## config.mk

```make
export PLATFORM = sky130hd
export DESIGN_NAME = line_list_sequencer
export DESIGN_NICKNAME = d
export VERILOG_FILES = /design/src/rtl/line_list_sequencer.sv
export SDC_FILE = /design/constraint.sdc
export NUM_CORES = 1
export LEC_CHECK = 0
export BUFFER_PORTS_ARGS = -buffer_cell sky130_fd_sc_hd__buf_2
export CAP_MARGIN = 30
export CORE_MARGIN = 2
export CORE_UTILIZATION = 47
export DETAILED_ROUTE_END_ITERATION = 12
export PLACE_DENSITY = 0.91
export SLEW_MARGIN = 10
export SYNTH_ARGS = -nofsm -noshare
export SYNTH_HDL_FRONTEND = slang
export SYNTH_SLANG_ARGS = --single-unit
export TNS_END_PERCENT = 100
```

## constraint.sdc

```tcl
create_clock -name i_clk -period 2.91 [get_ports i_clk]
set_clock_uncertainty 0.15 [all_clocks]
set_input_delay 0.291 -clock i_clk [delete_from_list [all_inputs] [get_ports i_clk]]
set_output_delay 0.291 -clock i_clk [all_outputs]
set_load 0.1 [all_outputs]
```

## src/rtl/line_list_sequencer.sv

```systemverilog
// line_list_sequencer
//   Frame-level controller for the draw_lines engine. A start request clears
//   the engine's frame buffer and then walks the line list in external
//   memory, handing one segment at a time to the engine. The next segment is
//   not issued until the engine reports idle again.
//
// Ports
//   i_clk, i_reset        clock and synchronous active-high reset
//   i_start               frame request pulse (accepted only when idle)
//   i_num_lines           segment count, latched on an accepted start
//   o_line_addr           line-list read address (data returns one cycle later)
//   i_line_x0..i_line_y1  segment endpoints from the list memory
//   o_x0..o_y1            registered endpoints presented to the engine
//   o_load_vals           one-cycle pulse: engine starts drawing o_x0..o_y1
//   o_clear_buffer        one-cycle pulse: engine clears its frame buffer
//   i_engine_waiting      engine idle (1) / busy (0)
//   o_busy                high from accepted start until the done pulse
//   o_frame_done          one-cycle pulse when all segments are drawn
//   o_start_missed        one-cycle pulse, one cycle after a start that
//                         arrived while a frame was in progress
//   o_dbg_state           current FSM state, for observation only
//
// Engine handshake: o_load_vals / o_clear_buffer are single-cycle commands.
// The engine may take a few cycles to drop i_engine_waiting after a command,
// so the input is ignored for GUARD cycles after each command; after that a
// high i_engine_waiting means the command has completed. A busy engine
// stalls the sequencer without any timeout.
module line_list_sequencer #(
  parameter int COORD_W   = 11,
  parameter int MAX_LINES = 12,
  parameter int GUARD     = 2,
  localparam int IDX_W    = $clog2(MAX_LINES)
) (
  input  logic               i_clk,
  input  logic               i_reset,
  input  logic               i_start,
  input  logic [IDX_W:0]     i_num_lines,
  output logic [IDX_W-1:0]   o_line_addr,
  input  logic [COORD_W-1:0] i_line_x0,
  input  logic [COORD_W-1:0] i_line_y0,
  input  logic [COORD_W-1:0] i_line_x1,
  input  logic [COORD_W-1:0] i_line_y1,
  output logic [COORD_W-1:0] o_x0,
  output logic [COORD_W-1:0] o_y0,
  output logic [COORD_W-1:0] o_x1,
  output logic [COORD_W-1:0] o_y1,
  output logic               o_load_vals,
  output logic               o_clear_buffer,
  input  logic               i_engine_waiting,
  output logic               o_busy,
  output logic               o_frame_done,
  output logic               o_start_missed,
  output logic [2:0]         o_dbg_state
);

  localparam int GW = (GUARD < 1) ? 1 : $clog2(GUARD + 1);
  localparam logic [GW-1:0]  GUARD_V = GW'(GUARD);
  localparam logic [IDX_W:0] MAX_N   = (IDX_W + 1)'(MAX_LINES);

  typedef enum logic [2:0] {
    S_IDLE      = 3'd0,
    S_CLEAR     = 3'd1,
    S_CLR_WAIT  = 3'd2,
    S_FETCH     = 3'd3,
    S_READ      = 3'd4,
    S_ISSUE     = 3'd5,
    S_DRAW_WAIT = 3'd6,
    S_DONE      = 3'd7
  } state_t;

  state_t               state_q;
  logic [IDX_W:0]       n_q;
  logic [IDX_W-1:0]     idx_q;
  logic [GW-1:0]        guard_q;
  logic [IDX_W-1:0]     addr_q;
  logic [COORD_W-1:0]   x0_q, y0_q, x1_q, y1_q;
  logic                 load_q, clear_q, done_q, busy_q, missed_q;

  always_ff @(posedge i_clk) begin
    if (i_reset) begin
      state_q  <= S_IDLE;
      n_q      <= '0;
      idx_q    <= '0;
      guard_q  <= '0;
      addr_q   <= '0;
      x0_q     <= '0;
      y0_q     <= '0;
      x1_q     <= '0;
      y1_q     <= '0;
      load_q   <= 1'b0;
      clear_q  <= 1'b0;
      done_q   <= 1'b0;
      busy_q   <= 1'b0;
      missed_q <= 1'b0;
    end else begin
      // Pulse outputs are set on entry to their state and drop one cycle later.
      load_q   <= 1'b0;
      clear_q  <= 1'b0;
      done_q   <= 1'b0;
      // Starts are accepted only in IDLE; anything else (including DONE) is missed.
      missed_q <= i_start && (state_q != S_IDLE);

      case (state_q)
        S_IDLE: begin
          if (i_start) begin
            n_q     <= (i_num_lines > MAX_N) ? MAX_N : i_num_lines;
            idx_q   <= '0;
            busy_q  <= 1'b1;
            clear_q <= 1'b1;
            state_q <= S_CLEAR;
          end
        end
        S_CLEAR: begin
          guard_q <= GUARD_V;
          state_q <= S_CLR_WAIT;
        end
        S_CLR_WAIT: begin
          if (guard_q != '0) begin
            guard_q <= guard_q - 1'b1;
          end else if (i_engine_waiting) begin
            if (n_q == '0) begin
              done_q  <= 1'b1;
              state_q <= S_DONE;
            end else begin
              addr_q  <= '0;
              state_q <= S_FETCH;
            end
          end
        end
        S_FETCH: begin
          // Address is already on o_line_addr; memory data lands during READ.
          state_q <= S_READ;
        end
        S_READ: begin
          x0_q    <= i_line_x0;
          y0_q    <= i_line_y0;
          x1_q    <= i_line_x1;
          y1_q    <= i_line_y1;
          load_q  <= 1'b1;
          state_q <= S_ISSUE;
        end
        S_ISSUE: begin
          guard_q <= GUARD_V;
          state_q <= S_DRAW_WAIT;
        end
        S_DRAW_WAIT: begin
          if (guard_q != '0) begin
            guard_q <= guard_q - 1'b1;
          end else if (i_engine_waiting) begin
            // n_q >= 1 here, so n_q - 1 cannot underflow.
            if ({1'b0, idx_q} == (n_q - 1'b1)) begin
              done_q  <= 1'b1;
              state_q <= S_DONE;
            end else begin
              idx_q   <= idx_q + 1'b1;
              addr_q  <= idx_q + 1'b1;
              state_q <= S_FETCH;
            end
          end
        end
        S_DONE: begin
          busy_q  <= 1'b0;
          state_q <= S_IDLE;
        end
        default: state_q <= S_IDLE;
      endcase
    end
  end

  assign o_line_addr    = addr_q;
  assign o_x0           = x0_q;
  assign o_y0           = y0_q;
  assign o_x1           = x1_q;
  assign o_y1           = y1_q;
  assign o_load_vals    = load_q;
  assign o_clear_buffer = clear_q;
  assign o_busy         = busy_q;
  assign o_frame_done   = done_q;
  assign o_start_missed = missed_q;
  assign o_dbg_state    = state_q;

endmodule

```

==> results.md <==
- Status: finished, final reports clean
- Number of fill cells: 477
- HP Class: in2reg
- Area taken by multi-input logic gates: 1160 µm²
- Required time of the critical path: 2.98 ns
- Synth area leaders: dfxtp_1 52%, nand2_1 14%, a21oi_1 9.4%
- Overall power: 2070 µW
- Main synth FF type: dfxtp_1
- Avg Cell Area, Syn: 8.24 µm²
- Final-report setup violation count: 0
- GRT Total Usage: 19.2%
- Clock slew at reported path FFs: 0.07 ns
- Total CTS buffers: 9
- Mapped Cells: 315
- Drt wl/cell: 11.8 µm
- Commonest cells in the netlist: 96 x nand2_1, 67 x dfxtp_1, 49 x a21oi_1, 18 x clkbuf_1, 16 x nor2_1
- Min Tclk post-route: 2.20 ns
- NumNets Final: 474
- Xor-xnor portion of the synthesized cell area: 3.28%
- Final setup margin: 0.710 ns
- Slew headroom: 63.6%
- CTS max path bufs: 2
- Max Cap Viol: 0
- 1st-pass router iterations: 4
- Die H: 78.3 µm
- Placed cells: 479
- Clock Power Share: 36.4%
- Int Pwr: 1480 µW
- Remaining antenna violation count: 0
- Placed wire-length estimate: 4260 µm
- DRC: 0
- Sink Count: 67
- Crit-path max FO: 17
- WS Path Type: reg2reg
- Setup TNS: 0 ns
- Largest family of logic cells by synthesized area: simple AND/OR/NAND/NOR gates
- Synth area leader: dfxtp_1
- H-tree depth: 3
- Max-slew violations: 0
- Routed vias/inst: 4.96
- Sequential fraction of the synthesis area: 51.7%
- Cts hold-fix bufs: 0
- Root Buffer: clkbuf_8
- Net Switching: 594 µW
- Pleak: 0.00146 µW
- Post-Route WL: 5830 µm
- GPL Wtd Cong: 0.905
- Layout cell share with drive strength beyond 1: 30.1%
- Row count: 27
- Gr ovfl total: 0
- Setup Fix Bufs, Post-CTS: 0
- Core area: 5410 µm²
- Via count: 2451
- Post-synth EDFFs: 0
- CP Launch Type: register
- Worst vdd ir: 0.000399 V
- Starting Density: 48.0%
- PwrDens: 614 nW/µm²
- Die area: 6130 µm²
- # port buffers: 108
- Max Freq: 455 MHz
- Simple-Gate Fraction of Synth Area: 23.6%
- First-pass GRT wire length: 9400 µm
- Proportion of synthesized area in mux cells: 0.819%
- Yosys synthesis warning count: 0
- Vias in the first global route: 2282
- Switching share of power: 28.7%
- Post-synth ARST share: 0%
- Final Hold Viols: 0
- Post-synthesis compound-gate area fraction: 15.7%
- IO Pins: 109
- Fin area: 3370 µm²
- Die X-Extent: 78.3 µm
- Critical Path Sink Type: register
- Comb pwr share: 16.5%
- Area after DPL: 3180 µm²
- Layout area overhead: 29.8%
- Net Count, Synth: 371
- Initial drt markers: 94
- Finished Layout Cells: 494
- Synth Cell Area: 2600 µm²
- Most numerous cell in the Yosys netlist: nand2_1
- Largest net degree at the start of global routing: 46
- Cts repair resizes: 0
- Flops & latches, synth: 67
- Post-synth top area share: 51.7%
- Initial antenna violation count: 0
- Worst slack at placement: 0.742 ns
- Ant. Diodes: 0
- Clk_lat worst skew: 0.32 ns
- CTS tree: built
- Sequential fraction of design power: 47.1%
- Slew @ Worst Pin: 0.546 ns
- Tcrit/Tclk final: 75.6%
- Count of cell types in the netlist: 37
- Register area: 1340 µm²
- Arr. time, crit path: 2.27 ns
- Synth Area in Adders: 1.45%
- RSZ-0062 raised after global routing: no
-- final timing paths --
path                                                   from                     endpoint  slack (ns)  cells after the start
worst max-delay path            o_dbg_state[1]$_SDFFE_PP0P_  o_line_addr[0]$_SDFFE_PP0P_        0.71                      5
worst min-delay path                           i_line_y0[6]         o_y0[6]$_SDFFE_PP0P_        0.05                      3
worst min register to register         o_y0[8]$_SDFFE_PP0P_         o_y0[8]$_SDFFE_PP0P_        0.30                      2
worst max register to register  o_dbg_state[1]$_SDFFE_PP0P_  o_line_addr[0]$_SDFFE_PP0P_        0.71                      5
-- flip-flops by register name (all words and copies together), names as in the netlist, 2 cells and up --
signal / count
o_y1: 11
o_x1: 11
o_dbg_state: 3
o_y0: 11
guard_q: 2
n_q: 5
idx_q: 4
o_x0: 11
o_line_addr: 4
-- logic make-up (layout without fill, tap and decap cells) --
logic type                 Yosys count  in the layout
and+or+nand+nor                    141            141
AOI/OAI and AO/OA                   70             70
DFF                                 67             67
muxes                                2              2
adders and majority gates            3              3
xor gates and xnor gates             8              8
buffers and inverters               24            131
-- stage by stage --
stage / hold WS [ns] / utilization (%)
3_3_place_gp: 0.289 / 58.8
6_report: 0.0485 / 62.4
4_1_cts: 0.0320 / 62.4
5_1_grt: 0.0429 / 62.4
3_5_place_dp: 0.293 / 58.8
2_1_floorplan: 0.277 / -
-- critical path, cell delays in order, from the launching register on --
cell,delay (ns)
dfxtp_1,0.67
nand3_1,0.24
a211o_1,0.34
a31oi_1,0.39
nor2_1,0.11
a22o_1,0.19
-- placed cells by master (no fill, tap or decap), drive strengths merged, types with 2 or more instances in the layout --
| cell | n |
|---|---|
| inv | 5 |
| o211ai | 3 |
| a21oi | 49 |
| ha | 3 |
| and2 | 3 |
| nor2 | 16 |
| nand3 | 6 |
| nand2b | 2 |
| nor3b | 4 |
| o22a | 2 |
| buf | 111 |
| nor2b | 2 |
| nor3 | 8 |
| clkbuf | 13 |
| xnor2 | 6 |
| o21ai | 3 |
| nand2 | 96 |
| a31oi | 2 |
| a22o | 3 |
| dfxtp | 67 |
-- metal layers --
metal	routed length, µm	global-route usage (%)	vias up
met3	382	5.06	11
li1	-	-	1254
met2	2870	32.2	74
met5	0	0	-
met4	97	9.65	0
met1	2480	22.6	1112
-- area by class of cell --
type | instances | area share, %
clock inverter | 2 | 1.04
timing repair buffer | 111 | 16.7
multi-input combinational | 224 | 34.5
clock buffer | 13 | 4.71
tap | 72 | 2.67
inverter | 5 | 0.557
sequential | 67 | 39.8
-- power groups by stage --
| stage | Clock, µW | Combinational (µW) | Sequential, µW |
|---|---|---|---|
| after floorplan | 0 | 133 | 1120 |
| after global placement | 0 | 334 | 995 |
| after detailed placement | 0 | 342 | 997 |
| after CTS | 768 | 342 | 976 |
| after global routing | 801 | 365 | 981 |
| final | 753 | 342 | 977 |
(Power assumes the default switching activity.)
